--- config.mk ---
export PLATFORM = sky130hd
export DESIGN_NAME = npu_mac_array
export DESIGN_NICKNAME = d
export VERILOG_FILES = /design/src/rtl/npu_mac_array.sv
export SDC_FILE = /design/constraint.sdc
export NUM_CORES = 2
export LEC_CHECK = 0
export BUFFER_PORTS_ARGS = -buffer_cell sky130_fd_sc_hd__buf_4
export CORE_MARGIN = 3
export CORE_UTILIZATION = 45
export CTS_BUF_LIST = sky130_fd_sc_hd__clkbuf_2
export DETAILED_ROUTE_END_ITERATION = 8
export HOLD_SLACK_MARGIN = 0.15
export MAX_ROUTING_LAYER = met4
export SLEW_MARGIN = 20
export SYNTH_ARGS = -nofsm -noshare
export SYNTH_HDL_FRONTEND = slang
export SYNTH_SLANG_ARGS = --single-unit
--- constraint.sdc ---
create_clock -name clk -period 6.5 [get_ports clk]
set_input_delay 0.975 -clock clk [delete_from_list [all_inputs] [get_ports clk]]
set_output_delay 0.975 -clock clk [all_outputs]
set_load 0.02 [all_outputs]
--- src/rtl/npu_mac_array.sv ---
// npu_mac_array: NUM_PE-lane bus-fed MAC engine with operand FIFO, sequencer, shift/ReLU/saturate; define NPU_BIAS_EN for per-lane bias preload
module npu_mac_array #(
    parameter int NUM_PE     = 4,
    parameter int DW         = 8,
    parameter int ACC_W      = 24,
    parameter int LEN_W      = 10,
    parameter int FIFO_DEPTH = 4
) (
    input  logic        clk,
    input  logic        rst,
    input  logic        ena,
    input  logic        wea,
    input  logic [15:0] addra,
    input  logic [31:0] dina,
    output logic [31:0] douta,
    output logic        busy,
    output logic        done
);
    localparam int PW = NUM_PE * DW;
    localparam int AW = $clog2(FIFO_DEPTH);
    localparam int LW = NUM_PE > 1 ? $clog2(NUM_PE) : 1;

    typedef enum logic [1:0] {S_IDLE, S_RUN, S_DRAIN, S_FIN} state_t;

    state_t                   state_q, state_d;
    logic [LEN_W-1:0]         cnt_q, cnt_d, len_q;
    logic                     sact_q, relu_q, ovf_q, ovf_d, busy_q, done_q;
    logic [2:0]               shift_q;
    logic [PW-1:0]            stage_q, res_pack;
    logic [2*PW-1:0]          mem_q [FIFO_DEPTH];
    logic [2*PW-1:0]          head;
    logic [AW-1:0]            wp_q, rp_q;
    logic [AW:0]              count_q, count_d;
    logic signed [ACC_W-1:0]  acc_q [NUM_PE];
    logic signed [ACC_W-1:0]  acc_d [NUM_PE];
    logic signed [ACC_W-1:0]  pre [NUM_PE];
    logic signed [ACC_W-1:0]  prod [NUM_PE];
    logic [DW-1:0]            res_q [NUM_PE];
    logic [DW-1:0]            res_d [NUM_PE];
    logic [DW-1:0]            sat [NUM_PE];
    logic [31:0]              douta_q, rdata, status;
    logic [2:0]               sel;
    logic [3:0]               lane;
    logic [LW-1:0]            lane_i;
    logic                     wr, rd, push, push_ok, pop, full, start, clear, lane_ok;
    logic                     unused_bits;

    assign sel         = addra[14:12];
    assign lane        = addra[3:0];
    assign lane_i      = lane[LW-1:0];
    assign lane_ok     = {1'b0, lane} < 5'(NUM_PE);
    assign unused_bits = ^{addra[15], addra[11:4]};
    assign wr          = ena & wea;
    assign rd          = ena & ~wea;
    assign clear       = wr && sel == 3'b100 && dina[1];
    assign start       = wr && sel == 3'b100 && dina[0] && !dina[1];
    assign push        = wr && sel == 3'b010;
    assign full        = count_q == (AW+1)'(FIFO_DEPTH);
    assign pop         = state_q == S_RUN && count_q != '0;
    assign push_ok     = push && (!full || pop);
    assign count_d     = clear ? '0 : count_q + (AW+1)'(push_ok) - (AW+1)'(pop);
    assign head        = mem_q[rp_q];
    assign busy        = busy_q;
    assign done        = done_q;
    assign douta       = douta_q;

    for (genvar i = 0; i < NUM_PE; i++) begin : g_lane
        logic [DW-1:0]           a, w;
        logic signed [2*DW:0]    p;
        logic signed [ACC_W-1:0] sh, rl;
        assign a  = head[PW + i*DW +: DW];
        assign w  = head[i*DW +: DW];
        assign p  = (2*DW+1)'($signed({sact_q & a[DW-1], a})) * (2*DW+1)'($signed(w));
        assign prod[i] = ACC_W'(p);
        assign sh = acc_q[i] >>> shift_q;
        assign rl = (relu_q && sh[ACC_W-1]) ? '0 : sh;
        // in range iff every bit from the result sign bit upward agrees
        assign sat[i] = (&rl[ACC_W-1:DW-1] || ~|rl[ACC_W-1:DW-1]) ? rl[DW-1:0]
                      : {rl[ACC_W-1], {(DW-1){~rl[ACC_W-1]}}};
        assign res_pack[i*DW +: DW] = res_q[i];
    end

`ifdef NPU_BIAS_EN
    logic signed [ACC_W-1:0] bias_q [NUM_PE];
    always_ff @(posedge clk) begin
        if (rst)
            bias_q <= '{default: '0};
        else if (wr && sel == 3'b000 && lane_ok)
            bias_q[lane_i] <= dina[ACC_W-1:0];
    end
    always_comb pre = bias_q;
`else
    always_comb pre = '{default: '0};
`endif

    always_comb begin
        state_d = state_q;
        cnt_d   = cnt_q;
        acc_d   = acc_q;
        res_d   = res_q;
        ovf_d   = ovf_q;
        case (state_q)
            S_IDLE, S_FIN: if (start) begin
                state_d = len_q == '0 ? S_DRAIN : S_RUN;
                cnt_d   = '0;
                acc_d   = pre;
            end
            S_RUN: if (pop) begin
                cnt_d = cnt_q + 1'b1;
                for (int i = 0; i < NUM_PE; i++) acc_d[i] = acc_q[i] + prod[i];
                if (cnt_q + 1'b1 == len_q) state_d = S_DRAIN;
            end
            default: begin
                res_d   = sat;
                state_d = S_FIN;
            end
        endcase
        if (clear) begin
            state_d = S_IDLE;
            acc_d   = '{default: '0};
            res_d   = '{default: '0};
            ovf_d   = 1'b0;
        end else if (push && full && !pop) begin
            ovf_d = 1'b1;
        end
    end

    assign status = {23'b0, ovf_q, 4'(count_q), 2'b0, busy_q, done_q};

    always_comb
        rdata = sel == 3'b101 ? status
              : sel == 3'b110 ? 32'(res_pack)
              : (sel == 3'b111 && lane_ok) ? 32'(acc_q[lane_i]) : '0;

    always_ff @(posedge clk)
        if (push_ok && !clear) mem_q[wp_q] <= {stage_q, dina[PW-1:0]};

    always_ff @(posedge clk) begin
        if (rst) begin
            state_q <= S_IDLE;
            cnt_q   <= '0;
            len_q   <= '0;
            sact_q  <= 1'b0;
            relu_q  <= 1'b0;
            shift_q <= '0;
            stage_q <= '0;
            wp_q    <= '0;
            rp_q    <= '0;
            count_q <= '0;
            ovf_q   <= 1'b0;
            busy_q  <= 1'b0;
            done_q  <= 1'b0;
            douta_q <= '0;
            acc_q   <= '{default: '0};
            res_q   <= '{default: '0};
        end else begin
            state_q <= state_d;
            cnt_q   <= cnt_d;
            acc_q   <= acc_d;
            res_q   <= res_d;
            ovf_q   <= ovf_d;
            count_q <= count_d;
            busy_q  <= state_d == S_RUN || state_d == S_DRAIN;
            done_q  <= state_d == S_FIN;
            if (wr && sel == 3'b001) stage_q <= dina[PW-1:0];
            if (wr && sel == 3'b011 && !busy_q) begin
                len_q   <= dina[LEN_W-1:0];
                sact_q  <= dina[16];
                relu_q  <= dina[17];
                shift_q <= dina[20:18];
            end
            if (clear) begin
                wp_q <= '0;
                rp_q <= '0;
            end else begin
                if (push_ok) wp_q <= wp_q + 1'b1;
                if (pop) rp_q <= rp_q + 1'b1;
            end
            if (rd) douta_q <= rdata;
        end
    end
endmodule

==> impl_results.md <==
- Outcome: complete, no violations
- Switching fraction of total power: 0.2996
- R2R setup slack: 0.29 ns
- Switch Pwr: 1.886 mW
- RSZ-0062 raised after global routing: false
- Primary FF master, synth: edfxtp_1
- Post-synth EDFFs: 256
- Die H: 301.2 um
- CP Buf/Inv Count: 4
- Hpwl dp: 75960 um
- Gpl congestion: 0.9204
- Final setup violation count: 0
- Final instance area: 43070 um^2
- H-tree depth: 4
- Sequential area share after synthesis: 0.3140
- CP required: 7.66 ns
- Crit path time final: 6.213 ns
- Reg power frac: 0.522
- Worst Clk Skew: 0.1073 ns
- Worst Path Arrival: 7.37 ns
- Peak Freq: 161.0 MHz
- Core area: 85820 um^2
- Worst path depth: 19
- Post-synth ARST share: 0
- Worst R2R Path Depth: 19
- Max Root-Sink Buffers: 3
- CTS clk-pin slew, worst paths: 0.11 ns
- RR Endpoint: acc_q[71]
- Critical path's top delay family: adder cells
- Critical path class: flip-flop to flip-flop
- MaxCap Viol Count: 0
- Commonest non-fill, non-tap cell in the layout: fa_1
- I/O pin cnt: 86
- Synthesized instance count: 3628
- Starting Density: 0.4569
- GRT Resource Usage Total: 0.2383
- Worst Hold Depth: 4
- Port Buf Inserts: 76
- Biggest cell delay along the critical path: 0.67 ns
- DP Area: 41200 um^2
- Slew Limit Fails: 0
- Clk_lat worst skew: 1.37 ns
- Die ar.: 90710 um^2
- Leak Pwr: 18.56 nW
- Largest net degree at the start of global routing: 61
- Via Count: 28109
- Synthesized area: 39210 um^2
- Area grow syn2layout: 9.838%
- DR DRC count: 0
- Gr ovfl total: 0
- Internal power: 4.410 mW
- Vias/cell: 5.553
- Worst min path class: input port to flip-flop
- Global-route wire length before repair: 163500 um
- Initial drt markers: 2209
- Syn Nets: 4336
- Max-slew headroom: 0.3343
- Root buf cell: clkbuf_2
- Final Hold Fails: 0
- Die X: 301.2 um
- Post-route clock period utilization: 0.9558
- Synth Register Bits: 487
- Commonest non-fill, non-tap cells in the layout: fa_1, nand2_1, inv_1, edfxtp_1, ha_1
- # rows: 107
- Crit start category: flip-flop
- CTS tree: done
- Crit-path max FO: 16
- DR WL/cell: 20.42 um
- Logic pwr share: 0.112
- Max rail drop VDD: 121.7 uV
- Antenna-violating nets left: 0
- Layout cells sized above 1: 0.1453
- Mapped Avg Cell Area: 10.81 um^2
- Slew @ Worst Pin: 0.9949 ns
- Crit-path slowest cell: mux4_2
- TNS Setup: 0 ns
- Clock sinks: 487
- Yosys warns: 0
- TritonRoute pass-1 iters: 6
- Routed WL: 103400 um
- Layout Nets: 4513
- Vias in the first global route: 28383
- Initial antenna violation count: 6
- Crit path cell chain: buf_12 -> mux4_2 -> and3_1 -> buf_12 -> fa_1 -> inv_1 -> fa_1 -> inv_1 -> fa_1 -> fa_1 -> ha_1 -> ha_1 -> nand4_1 -> nor4_1 -> nor2_2 -> a211oi_1 -> o31a_1 -> nor4_1 -> nand3b_1
- Distinct cells, synth: 87
- Most used cell along the critical path: fa_1
- Total CTS buffers: 135
- Power Density: 146.2 nW/um^2
- Clock power share: 0.366
- CP endpoint kind: flip-flop
- Critical path capture point: acc_q[71]
[logic make-up (layout without fill, tap and decap cells)]
kind of cell | count (synthesis) | in the layout | share of synthesized area
AND/OR/NAND/NOR | 1058 | 1058 | 0.1296
adder cells (fa/ha/maj) | 656 | 656 | 0.2899
AO/OA/AOI/OAI | 585 | 585 | 0.09723
buffers and inverters | 516 | 794 | 0.05300
flip-flops | 487 | 487 | 0.3140
multiplexers | 240 | 242 | 0.09701
XOR/XNOR | 86 | 86 | 0.01921
other | 0 | 10 | 0
[power by group through the flow]
stage	logic (mW)	clock network (mW)	registers (mW)
after floorplan	0.452	0	3.35
after global placement	0.676	0	3.36
after detailed placement	0.680	0	3.36
after CTS	0.704	2.38	3.29
after global routing	0.779	2.55	3.29
final	0.706	2.30	3.29
[layout make-up]
class | count | area (um^2)
fillers | 7827 | 42750
multi-input cells | 2627 | 24980
flip-flops and latches | 487 | 12330
repair buffers | 202 | 1714
well taps | 1144 | 1431
inverters | 352 | 1326
clock buffers | 202 | 1011
clock inverters | 38 | 249.0
diodes | 10 | 25.02
[flip-flops by register name, summed over array words and instances, names as in the netlist, 3 cells and up, named ones only]
name	cells
stage_q	32
len_q	10
res_pack	32
acc_q	96
cnt_q	10
shift_q	3
mem_q	256
count_q	3
douta	32
[repair_timing]
action	4_1_cts	5_1_grt
hold endpoints to repair	212	0
resized for setup	0	26
endpoints found under the setup margin	0	26
hold buffers	39	0
buffers inserted	0	5
[worst min path at each step]
stage | end | slack (ns) | from
final | douta[28] | 0.31 | ena
after global routing | mem_q[2][28] | 0.19 | dina[28]
after CTS | douta[23] | 0.17 | ena
after detailed placement | douta[25] | 0.45 | douta[25]
after global placement | douta[28] | 0.44 | douta[28]
after floorplan | ovf_q | 0.44 | ovf_q
[synth_stat cells (all sizes together) (26+ instances only)]
cell type | count | share of area
nor3 | 34 | 0.0043
and3 | 34 | 0.0054
mux2 | 26 | 0.0076
xnor2 | 53 | 0.012
a211oi | 29 | 0.0057
a21oi | 206 | 0.027
dfxtp | 231 | 0.12
nand2b | 27 | 0.0043
clkbuf | 113 | 0.011
nor2 | 218 | 0.021
mux2i | 107 | 0.027
nor4 | 28 | 0.0045
nand3 | 67 | 0.0086
nand2 | 385 | 0.037
a22oi | 33 | 0.0064
buf | 51 | 0.0083
o21ai | 122 | 0.016
o211ai | 26 | 0.0050
xor2 | 33 | 0.0074
fa | 421 | 0.21
inv | 352 | 0.034
edfxtp | 256 | 0.20
and2 | 148 | 0.024
mux4 | 107 | 0.062
ha | 235 | 0.075
[worst register-to-register path: stages (launching register included)]
cell      delay (ns)
dfxtp_4         0.46
buf_12          0.21
mux4_2          0.69
and3_1          0.27
buf_12          0.17
fa_1            0.52
inv_1           0.05
fa_1            0.50
inv_1           0.06
fa_1            0.57
fa_1            0.43
ha_1            0.29
ha_1            0.34
nand4_1         0.16
nor4_1          0.37
nor2_2          0.13
a211oi_1        0.38
o31a_1          0.22
nor4_1          0.06
nand3b_1        0.18
[layer usage]
metal	share of wire	global-route usage	routed length (um)	vias to the layer above
li1	-	-	-	13122
met1	0.48	0.3390	49140	14053
met2	0.45	0.3570	46270	801
met3	0.059	0.03931	6064	133
met4	0.018	0.05982	1895	0
met5	0	-	0	-
[stage by stage]
step	util	hold slack, ns	std cells	setup slack [ns]	power [mW]
after floorplan	-	0.4374	3628	0.1180	3.805
after global routing	0.5018	0.1899	5059	0.01395	6.618
after CTS	0.4993	0.1709	5044	0.1208	6.370
after global placement	0.4801	0.4432	4765	0.2133	4.034
final	0.5019	0.3148	5062	0.2872	6.296
after detailed placement	0.4801	0.4458	4765	0.2163	4.037
Note: power is estimated with default switching activity, not from simulation.
